File: src/rtl/cordic_vectoring.sv
// Iterative vectoring-mode CORDIC: converts a signed Cartesian vector (Xin, Yin)
// into gain-scaled magnitude and a 32-bit phase (2^32 = one full turn).
module cordic_vectoring #(
  parameter int SZ   = 16,
  parameter int ITER = 16
) (
  input  logic                 clock,
  input  logic                 reset,
  input  logic                 start,
  input  logic signed [SZ-1:0] Xin,
  input  logic signed [SZ-1:0] Yin,
  output logic                 busy,
  output logic                 done,
  output logic [SZ:0]          magnitude,
  output logic [31:0]          angle,
  output logic [1:0]           state_dbg
);

  // Handshake: start (with Xin/Yin) is accepted only in IDLE; busy is high from the
  // cycle after acceptance until the result cycle, where done pulses for one cycle
  // and magnitude/angle become valid and hold until the next result or reset.

  localparam int XW = SZ + 2;

  typedef enum logic [1:0] {
    IDLE    = 2'd0,
    ITERATE = 2'd1,
    DONE    = 2'd2
  } state_t;

  state_t              state_q, state_d;
  logic signed [XW-1:0] x_q, x_d, y_q, y_d;
  logic [31:0]         z_q, z_d;
  logic [4:0]          i_q, i_d;
  logic                busy_q, busy_d, done_q, done_d;
  logic [SZ:0]         mag_q, mag_d;
  logic [31:0]         ang_q, ang_d;

  logic signed [XW-1:0] xin_e, yin_e, x_sh, y_sh;
  logic [31:0]         atan_i;

  function automatic logic [31:0] atan_rom(input logic [4:0] idx);
    case (idx)
      5'd0:    atan_rom = 32'h2000_0000;
      5'd1:    atan_rom = 32'h12E4_051E;
      5'd2:    atan_rom = 32'h09FB_385B;
      5'd3:    atan_rom = 32'h0511_11D4;
      5'd4:    atan_rom = 32'h028B_0D43;
      5'd5:    atan_rom = 32'h0145_D7E1;
      5'd6:    atan_rom = 32'h00A2_F61E;
      5'd7:    atan_rom = 32'h0051_7C55;
      5'd8:    atan_rom = 32'h0028_BE53;
      5'd9:    atan_rom = 32'h0014_5F2F;
      5'd10:   atan_rom = 32'h000A_2F98;
      5'd11:   atan_rom = 32'h0005_17CC;
      5'd12:   atan_rom = 32'h0002_8BE6;
      5'd13:   atan_rom = 32'h0001_45F3;
      5'd14:   atan_rom = 32'h0000_A2FA;
      5'd15:   atan_rom = 32'h0000_517D;
      5'd16:   atan_rom = 32'h0000_28BE;
      5'd17:   atan_rom = 32'h0000_145F;
      5'd18:   atan_rom = 32'h0000_0A30;
      5'd19:   atan_rom = 32'h0000_0518;
      5'd20:   atan_rom = 32'h0000_028C;
      5'd21:   atan_rom = 32'h0000_0146;
      5'd22:   atan_rom = 32'h0000_00A3;
      5'd23:   atan_rom = 32'h0000_0051;
      default: atan_rom = 32'h0000_0000;
    endcase
  endfunction

  assign xin_e  = {{2{Xin[SZ-1]}}, Xin};
  assign yin_e  = {{2{Yin[SZ-1]}}, Yin};
  assign x_sh   = x_q >>> i_q;
  assign y_sh   = y_q >>> i_q;
  assign atan_i = atan_rom(i_q);

  always_comb begin
    state_d = state_q;
    x_d     = x_q;
    y_d     = y_q;
    z_d     = z_q;
    i_d     = i_q;
    busy_d  = busy_q;
    done_d  = 1'b0;
    mag_d   = mag_q;
    ang_d   = ang_q;
    case (state_q)
      IDLE: begin
        if (start) begin
          // Fold the left half-plane into the right so iteration starts with x >= 0.
          if (!Xin[SZ-1]) begin
            x_d = xin_e;
            y_d = yin_e;
            z_d = 32'h0000_0000;
          end else if (!Yin[SZ-1]) begin
            x_d = yin_e;
            y_d = -xin_e;
            z_d = 32'h4000_0000;
          end else begin
            x_d = -yin_e;
            y_d = xin_e;
            z_d = 32'hC000_0000;
          end
          i_d     = 5'd0;
          busy_d  = 1'b1;
          state_d = ITERATE;
        end
      end
      ITERATE: begin
        if (!y_q[XW-1]) begin
          x_d = x_q + y_sh;
          y_d = y_q - x_sh;
          z_d = z_q + atan_i;
        end else begin
          x_d = x_q - y_sh;
          y_d = y_q + x_sh;
          z_d = z_q - atan_i;
        end
        i_d = i_q + 5'd1;
        if (i_q == 5'(ITER - 1)) state_d = DONE;
      end
      DONE: begin
        mag_d   = x_q[SZ:0];
        ang_d   = z_q;
        done_d  = 1'b1;
        busy_d  = 1'b0;
        state_d = IDLE;
      end
      default: state_d = IDLE;
    endcase
  end

  always_ff @(posedge clock or posedge reset) begin
    if (reset) begin
      state_q <= IDLE;
      x_q     <= '0;
      y_q     <= '0;
      z_q     <= '0;
      i_q     <= '0;
      busy_q  <= 1'b0;
      done_q  <= 1'b0;
      mag_q   <= '0;
      ang_q   <= '0;
    end else begin
      state_q <= state_d;
      x_q     <= x_d;
      y_q     <= y_d;
      z_q     <= z_d;
      i_q     <= i_d;
      busy_q  <= busy_d;
      done_q  <= done_d;
      mag_q   <= mag_d;
      ang_q   <= ang_d;
    end
  end

  assign busy      = busy_q;
  assign done      = done_q;
  assign magnitude = mag_q;
  assign angle     = ang_q;
  assign state_dbg = state_q;

endmodule

File: config.mk
export PLATFORM = sky130hd
export DESIGN_NAME = cordic_vectoring
export DESIGN_NICKNAME = d
export VERILOG_FILES = /design/src/rtl/cordic_vectoring.sv
export SDC_FILE = /design/constraint.sdc
export NUM_CORES = 1
export LEC_CHECK = 0
export ABC_AREA = 1
export BUFFER_PORTS_ARGS = -buffer_cell sky130_fd_sc_hd__buf_2
export CAP_MARGIN = 10
export CORE_AREA = 2 2 185 187
export CTS_BUF_LIST = sky130_fd_sc_hd__clkbuf_4 sky130_fd_sc_hd__clkbuf_8
export CTS_CLUSTER_DIAMETER = 200
export DETAILED_ROUTE_END_ITERATION = 10
export DIE_AREA = 0 0 187 189
export PLACE_DENSITY = 0.68
export SLEW_MARGIN = 20
export SYNTH_ARGS = -nofsm -noshare
export SYNTH_HDL_FRONTEND = slang
export SYNTH_SLANG_ARGS = --single-unit
File: constraint.sdc
create_clock -name clock -period 4.3 [get_ports clock]
set_input_delay 0.86 -clock clock [delete_from_list [all_inputs] [get_ports clock]]
set_output_delay 0.86 -clock clock [all_outputs]
set_load 0.02 [all_outputs]
# Word level (Yosys, flattened, before mapping)
# Memories as Yosys holds them, arrays and structs flattened.
# Index checks and enable logic that the tools add are counted.
# totals
reg_bits,126
latch_bits,0
mem_bits_rw,0
romBits,960
in_bits,35
output_inout_bits,53
word_cells,55
n_memories,1
# op_classes
add_sub_neg,9
mul,0
div,0
magnitude_cmp,0
n_eq_ne,5
n_shift,2
muxes,23
bitwise,0
reduce_logical,6
# mem_list
memory,depth,word_bits,rd,rd_ports_with_merged_regs,write_ports,line,source
(no name shown),32,30,1,0,0,43,case (idx)
# op_table
cell,count
2-to-1 mux 18 bit,8
2-to-1 mux 32 bit,4
case mux 18 bit (2 select lines),2
case mux 32 bit (2 select lines),1
adder 18 bit,2
negation 16 -> 18 bit,2
>>> shifter 18 x 5 -> 18 bit,2
subtractor 18 bit,2
adder 32 bit,1
subtractor 32 bit,1
case mux 5 bit (2 select lines),1
AND reduction 2 bit,3
adder 5 x 1 -> 5 bit (second input constant),1
== test 5 x 4 -> 1 bit (second input constant),1
2-to-1 mux 5 bit,1
2-to-1 mux 2 bit,2
!= test 2 bit (second input constant),2
case mux 2 bit (2 select lines),1
nonzero test 2 bit,2
== test 2 x 1 -> 1 bit (second input constant),1
== test 2 bit (second input constant),1
zero test 2 bit,1
2-to-1 mux 1 bit,2
case mux 1 bit (2 select lines),1

# Logic depth before layout (Yosys ltp)
# Gate-level depths: netlist (run 1).
# depth
word_depth,5
mapped_depth,34
mapped_depth_nobuf,32

# Worst setup path before layout (run 1)
# Ideal clock, no wire load.
# synth_path
path_kind,reg2reg
startpoint,reg i_q[1]
endpoint,reg z_q[29]
setup_time_ns,0.127
t_arrival_ns,3.880
t_required_ns,4.173
setup_slack_ns,0.293
path_stages_with_launch,32
n_path_buf,2
period_less_slack_ns,4.007
path_cell_list,dfrtp_1 -> inv_2 -> buf_4 -> buf_4 -> ha_1 -> inv_1 -> nand2_1 -> nand3_1 -> o21ai_1 -> a21oi_2 -> ha_1 -> nand2_1 -> nor2_2 -> nand3b_1 -> nor2_2 -> nand2_1 -> nor2_2 -> nand2_1 -> nand2_2 -> xnor2_1 -> ha_1 -> nand2_1 -> nor2_1 -> nand4_1 -> o21ai_0 -> nand2_1 -> nand3_1 -> nand2_1 -> nand2_1 -> nand2_1 -> a21oi_1 -> o21ai_0
# synth_between
elab_chain_cells,4
elab_cells_between_ends,5
classes_between,2 x add/sub; 2 x mux; 1 x memory
# synth_lines
item,line,source
from (decl),34,"logic [4:0] i_q, i_d;"
from (signal assigned),150,i_q <= i_d;
memory read (32 x 30 bit) (*),-,
adder 32 bit / subtractor 32 bit (equally long branches),"114, 118",
2-to-1 mux 32 bit (*),111,if (!y_q[XW-1]) begin
case mux 32 bit (2 select lines) (*),88,case (state_q)
to (signal assigned),149,z_q <= z_d;
to (decl),33,"logic [31:0] z_q, z_d;"
# Mark *: on every way between the ends. The rest lies on a longest branch, timed or not.
# A chain may end at the register's enable or synchronous reset.

# Worst setup path in the final report (run 1)
# layout_path
startpoint,reg i_q[1]
endpoint,reg z_q[28]
# Same word-level chain as after synthesis.

==> qor.yml, run 1 <==
grt:
  grt_pass1_vias: 13707
  track_usage_pct: 25.5
  antenna_found_initial: 1
  grt_pass1_wl_um: 72000
  grt_overflow: 0
  grt_max_degree: 91
floorplan:
  die_area_um2: 35300
  die_w_um: 187
  die_h_um: 189
  core_area_um2: 33300
  rows: 67
  start_util_pct: 39.5
  ioPinCount: 88
clock_network:
  clockRootBuffer: "clkbuf_8"
  postCtsHoldBufs: 0
  clk_pin_slew_worst_paths_ns: 0.08
  cts_tree: "built"
  clockBufferDepth: 2
  insertion_delay_ns: 0.49
  cts_buffers: 17
  htreeDepth: 4
  clock-sinks: 126
logic_synthesis:
  ys_seq_elements: 126
  ys_warn_count: 0
  async_flop_share_pct: 100
  ys_top_cells_by_count: "642 x nand2_1, 206 x nand3_1, 205 x inv_1"
  synth_edf_count: 0
  synthesis.nets: 2246
  postSynthCellCount: 2129
  synth_area_um2: 13100
  synth_top_area_share_pct: 24.0
  yosysSeqAreaShare_pct: 24.0
  synth.area.top_cells: "dfrtp_1 24%, nand2_1 18%, nand3_1 7.9%"
  synth.most_common_cell: "nand2_1"
  ys.flop_type: "dfrtp_1"
  avgSynthCellArea_um2: 6.17
  ys_types: 53
  synth_top_area_cell: "dfrtp_1"
timing:
  rsz0062_at_grt: "yes"
  fin_worst_skew_ns: 0.0184
  post-route-min-period_ns: 4.20
  setup_viol: 0
  hold_viol_final: 0
  maxSlewHeadroom_pct: 37.1
  worst_pin_slew_ns: 0.943
  fin_crit_sh_pct: 97.6
  fmaxAchievable_mhz: 238
  final_max_slew_viol_count: 0
run_status:
  outcome: "finished clean"
finish:
  final_nets: 2373
  fillers: 3508
  multi_input_area_um2: 9060
  seq_area_um2: 3160
  antenna_cells: 0
  layout-drive-gt1-share_pct: 16.5
  area_delta_synth_final_pct: 17.7
  fin_cells: 2717
setup_path:
  start_kind: "flip-flop"
  crit_type: "flip-flop to flip-flop"
  worstPathArrival_ns: 4.61
  slowest_delay_ns: 0.47
  slowest_stage: "dfrtp_2"
  endpoint_kind: "flip-flop"
  cp.required_ns: 4.72
  cp_max_fo: 7
hold_path:
  hold_class: "flip-flop to flip-flop"
route:
  routed_wirelength_um: 45600
  vias_per_cell: 5.45
  vias: 14812
  drtIter0Drc: 1206
  ant_nets: 0
  firstDrtPassIters: 7
  wl_per_cell_um: 16.8
  drc: 0
job:
  drv_cap: 0
place:
  io_buffers: 87
  dp_cells: 2653
  hpwl_um: 34600
  place_congestion: 0.986
-- cells in the final DEF, fill, tap and decap left out, types with 10 or more instances in the layout --
cell type | netlist | routed
inv_2 | 11 | 15
a21oi_1 | 129 | 121
o22ai_1 | 20 | 20
o21ai_0 | 184 | 166
nor2_1 | 183 | 173
o21ai_1 | 18 | 28
xnor2_1 | 14 | 13
inv_1 | 205 | 198
nor2_2 | 17 | 23
nand4_1 | 11 | 11
nand2_2 | 9 | 27
buf_2 | 16 | 87
xor2_1 | 38 | 36
o221ai_1 | 14 | 14
nand3_2 | 6 | 11
a21oi_2 | 3 | 11
nand2_1 | 642 | 623
a31oi_1 | 26 | 26
nor3_1 | 18 | 15
o211ai_1 | 10 | 10
clkbuf_8 | 0 | 24
o21ai_2 | 3 | 11
or2_2 | 10 | 10
buf_4 | 11 | 95
nand3_1 | 206 | 200
dfrtp_1 | 126 | 123
ha_1 | 79 | 68
-- per-stage QoR --
| step | worst slack, ns | TNS (ns) | hold WS [ns] | area (um^2) | utilization [%] |
|---|---|---|---|---|---|
| finish | 0.103 | 0 | 0.467 | 15500 | 46.4 |
| floorplan | 0.0841 | 0 | 0.477 | 13100 | - |
| global placement | -0.0427 | -0.0692 | 0.450 | 14300 | 43.0 |
| global route | -0.200 | -1.28 | 0.492 | 15500 | 46.4 |
| detailed placement | -0.120 | -0.480 | 0.453 | 14300 | 43.0 |
| CTS | -0.00533 | -0.00533 | 0.470 | 14800 | 44.4 |
-- flip-flops by register name, summed over array words and instances, names as in the netlist --
signal	count
y_q	18
i_q	5
state_dbg	2
z_q	32
busy	1
done	1
angle	32
x_q	18
magnitude	17
-- path summary, 6_finish.rpt --
kind / cells past startpoint / endpoint / slack, ns / start
min reg2reg: 2 / angle[29] / 0.47 / angle[29]
min in group asynchronous: 2 / z_q[7] / 0.54 / reset
max reg2reg: 30 / z_q[28] / 0.10 / i_q[1]
min: 2 / angle[29] / 0.47 / angle[29]
max in group asynchronous: 3 / y_q[8] / 2.94 / reset
max: 30 / z_q[28] / 0.10 / i_q[1]
-- cell type report --
cell class	instances	area share (%)
Clock buffer	24	2.14
Timing Repair Buffer	194	8.91
Tap cell	448	3.63
Clock inverter	8	0.810
Multi-Input combinational cell	1698	58.7
Sequential cell	126	20.4
Inverter	219	5.43
-- kinds of logic after synthesis --
group / count (synthesis) / synth area share [%]
DFF: 126 / 24.0
buffers and inverters: 305 / 9.72
and+or+nand+nor: 1123 / 36.0
xor gates and xnor gates: 53 / 3.59
adders and majority gates: 82 / 7.99
AOI/OAI and AO/OA: 439 / 18.6
muxes: 1 / 0.114
-- layer usage --
metal / share of wire [%] / global-route usage (%) / vias up
li1: - / - / 7327
met3: 6.8 / 3.58 / 115
met5: 0 / 0 / -
met1: 42 / 32.1 / 6777
met4: 4.2 / 11.6 / 0
met2: 47 / 43.2 / 593
-- timing repair --
action                                  4_1_cts  5_1_grt
pin swaps                                     0       43
cloned                                        0        2
resized for setup                             6      118
hold endpoints to repair                      0        0
buffers inserted                              0       30
endpoints found under the setup margin       10       38
-- critical path, delay by kind of cell, from the launching register on --
kind	cells	cell delay [ns]
buffers and inverters	4	0.38
adder cells (fa/ha/maj)	3	0.69
AO/OA/AOI/OAI	3	0.37
AND/OR/NAND/NOR	19	2.14
XOR/XNOR	1	0.07
flip-flops	1	0.47
Power of run 1 is left out: the tool's default activity adds up to more than one toggle a clock period on the data nets, which glitch-free logic cannot reach.
==> run 2: changes to the inputs <==
--- a/config.mk
+++ b/config.mk
@@ -13,7 +13,9 @@
 export CTS_CLUSTER_DIAMETER = 200
 export DETAILED_ROUTE_END_ITERATION = 10
 export DIE_AREA = 0 0 187 189
+export MAX_ROUTING_LAYER = met4
 export PLACE_DENSITY = 0.68
+export REMOVE_ABC_BUFFERS = 1
 export SLEW_MARGIN = 20
 export SYNTH_ARGS = -nofsm -noshare
 export SYNTH_HDL_FRONTEND = slang
==> qor.yml, run 2 (same netlist as run 1, synthesis figures left out) <==
floorplan:
  core_area_um2: 33300  # unchanged
  rows: 67  # unchanged
  ioPinCount: 88  # unchanged
  die_area_um2: 35300  # unchanged
  die_h_um: 189  # unchanged
  die_w_um: 187  # unchanged
  start_util_pct: 39.5  # unchanged
clock_network:
  cts_buffers: 17  # unchanged
  postCtsHoldBufs: 0  # unchanged
  cts_tree: "built"  # unchanged
  clock-sinks: 126  # unchanged
  htreeDepth: 4  # unchanged
  clk_pin_slew_worst_paths_ns: 0.08  # about the same
  clockBufferDepth: 2  # unchanged
  clockRootBuffer: "clkbuf_8"  # unchanged
  insertion_delay_ns: 0.51  # was 0.49 ns
grt:
  antenna_found_initial: 0  # was 1
  track_usage_pct: 27.0  # was 25.5%
  grt_overflow: 0  # unchanged
  grt_pass1_wl_um: 73600  # was 72000 um
  grt_max_degree: 87  # was 91
  grt_pass1_vias: 13840  # was 13707
timing:
  worst_pin_slew_ns: 0.919  # was 0.943 ns
  hold_viol_final: 0  # unchanged
  maxSlewHeadroom_pct: 38.7  # was 37.1%
  post-route-min-period_ns: 4.18  # was 4.20 ns
  tns_ns: 0  # unchanged
  setup_viol: 0  # unchanged
  fin_worst_skew_ns: 0.0212  # was 0.0184 ns
  final_max_slew_viol_count: 0  # unchanged
  fmaxAchievable_mhz: 239  # was 238 MHz
  rsz0062_at_grt: "yes"  # unchanged
  fin_crit_sh_pct: 97.2  # was 97.6%
setup_path:
  endpoint_kind: "flip-flop"  # unchanged
  start_kind: "flip-flop"  # unchanged
  cp.required_ns: 4.73  # was 4.72 ns
  crit_type: "flip-flop to flip-flop"  # unchanged
  slowest_delay_ns: 0.50  # was 0.47 ns
  cp_max_fo: 7  # unchanged
  worstPathArrival_ns: 4.60  # was 4.61 ns
  slowest_stage: "dfrtp_2"  # unchanged
finish:
  antenna_cells: 0  # unchanged
  multi_input_area_um2: 9220  # was 9060 um^2
  seq_area_um2: 3160  # unchanged
  area_delta_synth_final_pct: 18.2  # was 17.7%
  final_nets: 2360  # was 2373
  postLayoutCoreUtil_pct: 46.6  # was 46.4%
  stdcell_area_um2: 15500  # about the same
  fillers: 3595  # was 3508
  mostFrequentLayoutCell: "nand2_1"  # unchanged
  mostFrequentLayoutCells: "619 x nand2_1, 199 x inv_1, 193 x nand3_1"  # was 623 x nand2_1, 200 x nand3_1, 198 x inv_1
  layout-drive-gt1-share_pct: 17.1  # was 16.5%
route:
  firstDrtPassIters: 5  # was 7
  drtIter0Drc: 1085  # was 1206
  vias: 14794  # was 14812
  vias_per_cell: 5.47  # was 5.45
  wl_per_cell_um: 17.5  # was 16.8 um
  drc: 0  # unchanged
  routed_wirelength_um: 47300  # was 45600 um
  ant_nets: 0  # unchanged
place:
  io_buffers: 87  # unchanged
  place_congestion: 1.01  # was 0.986
  place_area_um2: 14200  # was 14300 um^2
  hpwl_um: 35100  # was 34600 um
job:
  drv_cap: 0  # unchanged
run_status:
  outcome: "finished clean"  # unchanged
hold_path:
  hold_class: "primary input to asynchronous set/reset pin"  # was flip-flop to flip-flop
run 2: changes by cell type in the layout (fill, tap and decap cells not counted), sizes merged:
| cell | previous run | this run |
|---|---|---|
| buf | 192 | 176 |
| bufinv | 3 | 2 |
| clkbuf | 26 | 27 |
| clkinv | 6 | 4 |
| clkinvlp | 1 | 3 |
| inv | 217 | 219 |
run 2: cell type report:
type	count	area share [%]
Multi-Input combinational cell	1698	59.4
Tap cell	448	3.61
Clock buffer	22	1.87
Clock inverter	9	0.709
Inverter	219	5.43
Timing Repair Buffer	181	8.66
Sequential cell	126	20.3
run 2: worst paths after layout:
| check | startpoint | end | slack (ns) | cells past startpoint |
|---|---|---|---|---|
| worst min-delay path | reset | angle[1] | 0.47 | 2 |
| max in group asynchronous | reset | y_q[0] | 3.10 | 3 |
| min in group clock | magnitude[14] | magnitude[14] | 0.47 | 2 |
| worst max-delay path | i_q[0] | z_q[29] | 0.12 | 31 |
| worst min register to register | magnitude[14] | magnitude[14] | 0.47 | 2 |
| worst max register to register | i_q[0] | z_q[29] | 0.12 | 31 |
run 2: repair_timing:
action / 4_1_cts / 5_1_grt
pin swaps: 1 / 49
gates cloned: 0 / 5
setup endpoints to repair: 4 / 32
resized for setup: 4 / 145
setup buffers: 1 / 25
run 2: routing by layer:
layer	part of all wire, %	GRT usage [%]
met1	42	31.9
met2	48	46.0
met3	5.4	3.06
met4	4.4	12.7
met5	0	-
run 2: stage by stage:
| stage | hold slack (ns) | worst slack (ns) | cells |
|---|---|---|---|
| 2_1_floorplan | 0.477 | -0.976 | 2043 |
| 3_3_place_gp | 0.450 | 0.0112 | 2641 |
| 3_5_place_dp | 0.454 | -0.106 | 2641 |
| 4_1_cts | 0.475 | 0.00798 | 2673 |
| 5_1_grt | 0.497 | -0.146 | 2703 |
| 6_report | 0.469 | 0.122 | 2703 |
run 2: critical path, delay by kind of cell (launching register included):
kind | cells | cell delay, ns
and+or+nand+nor | 18 | 1.74
xor gates and xnor gates | 1 | 0.08
adders and majority gates | 3 | 0.75
buffers and inverters | 3 | 0.36
AOI/OAI and AO/OA | 6 | 0.69
DFF | 1 | 0.50
Power of run 2 is left out for the same reason.
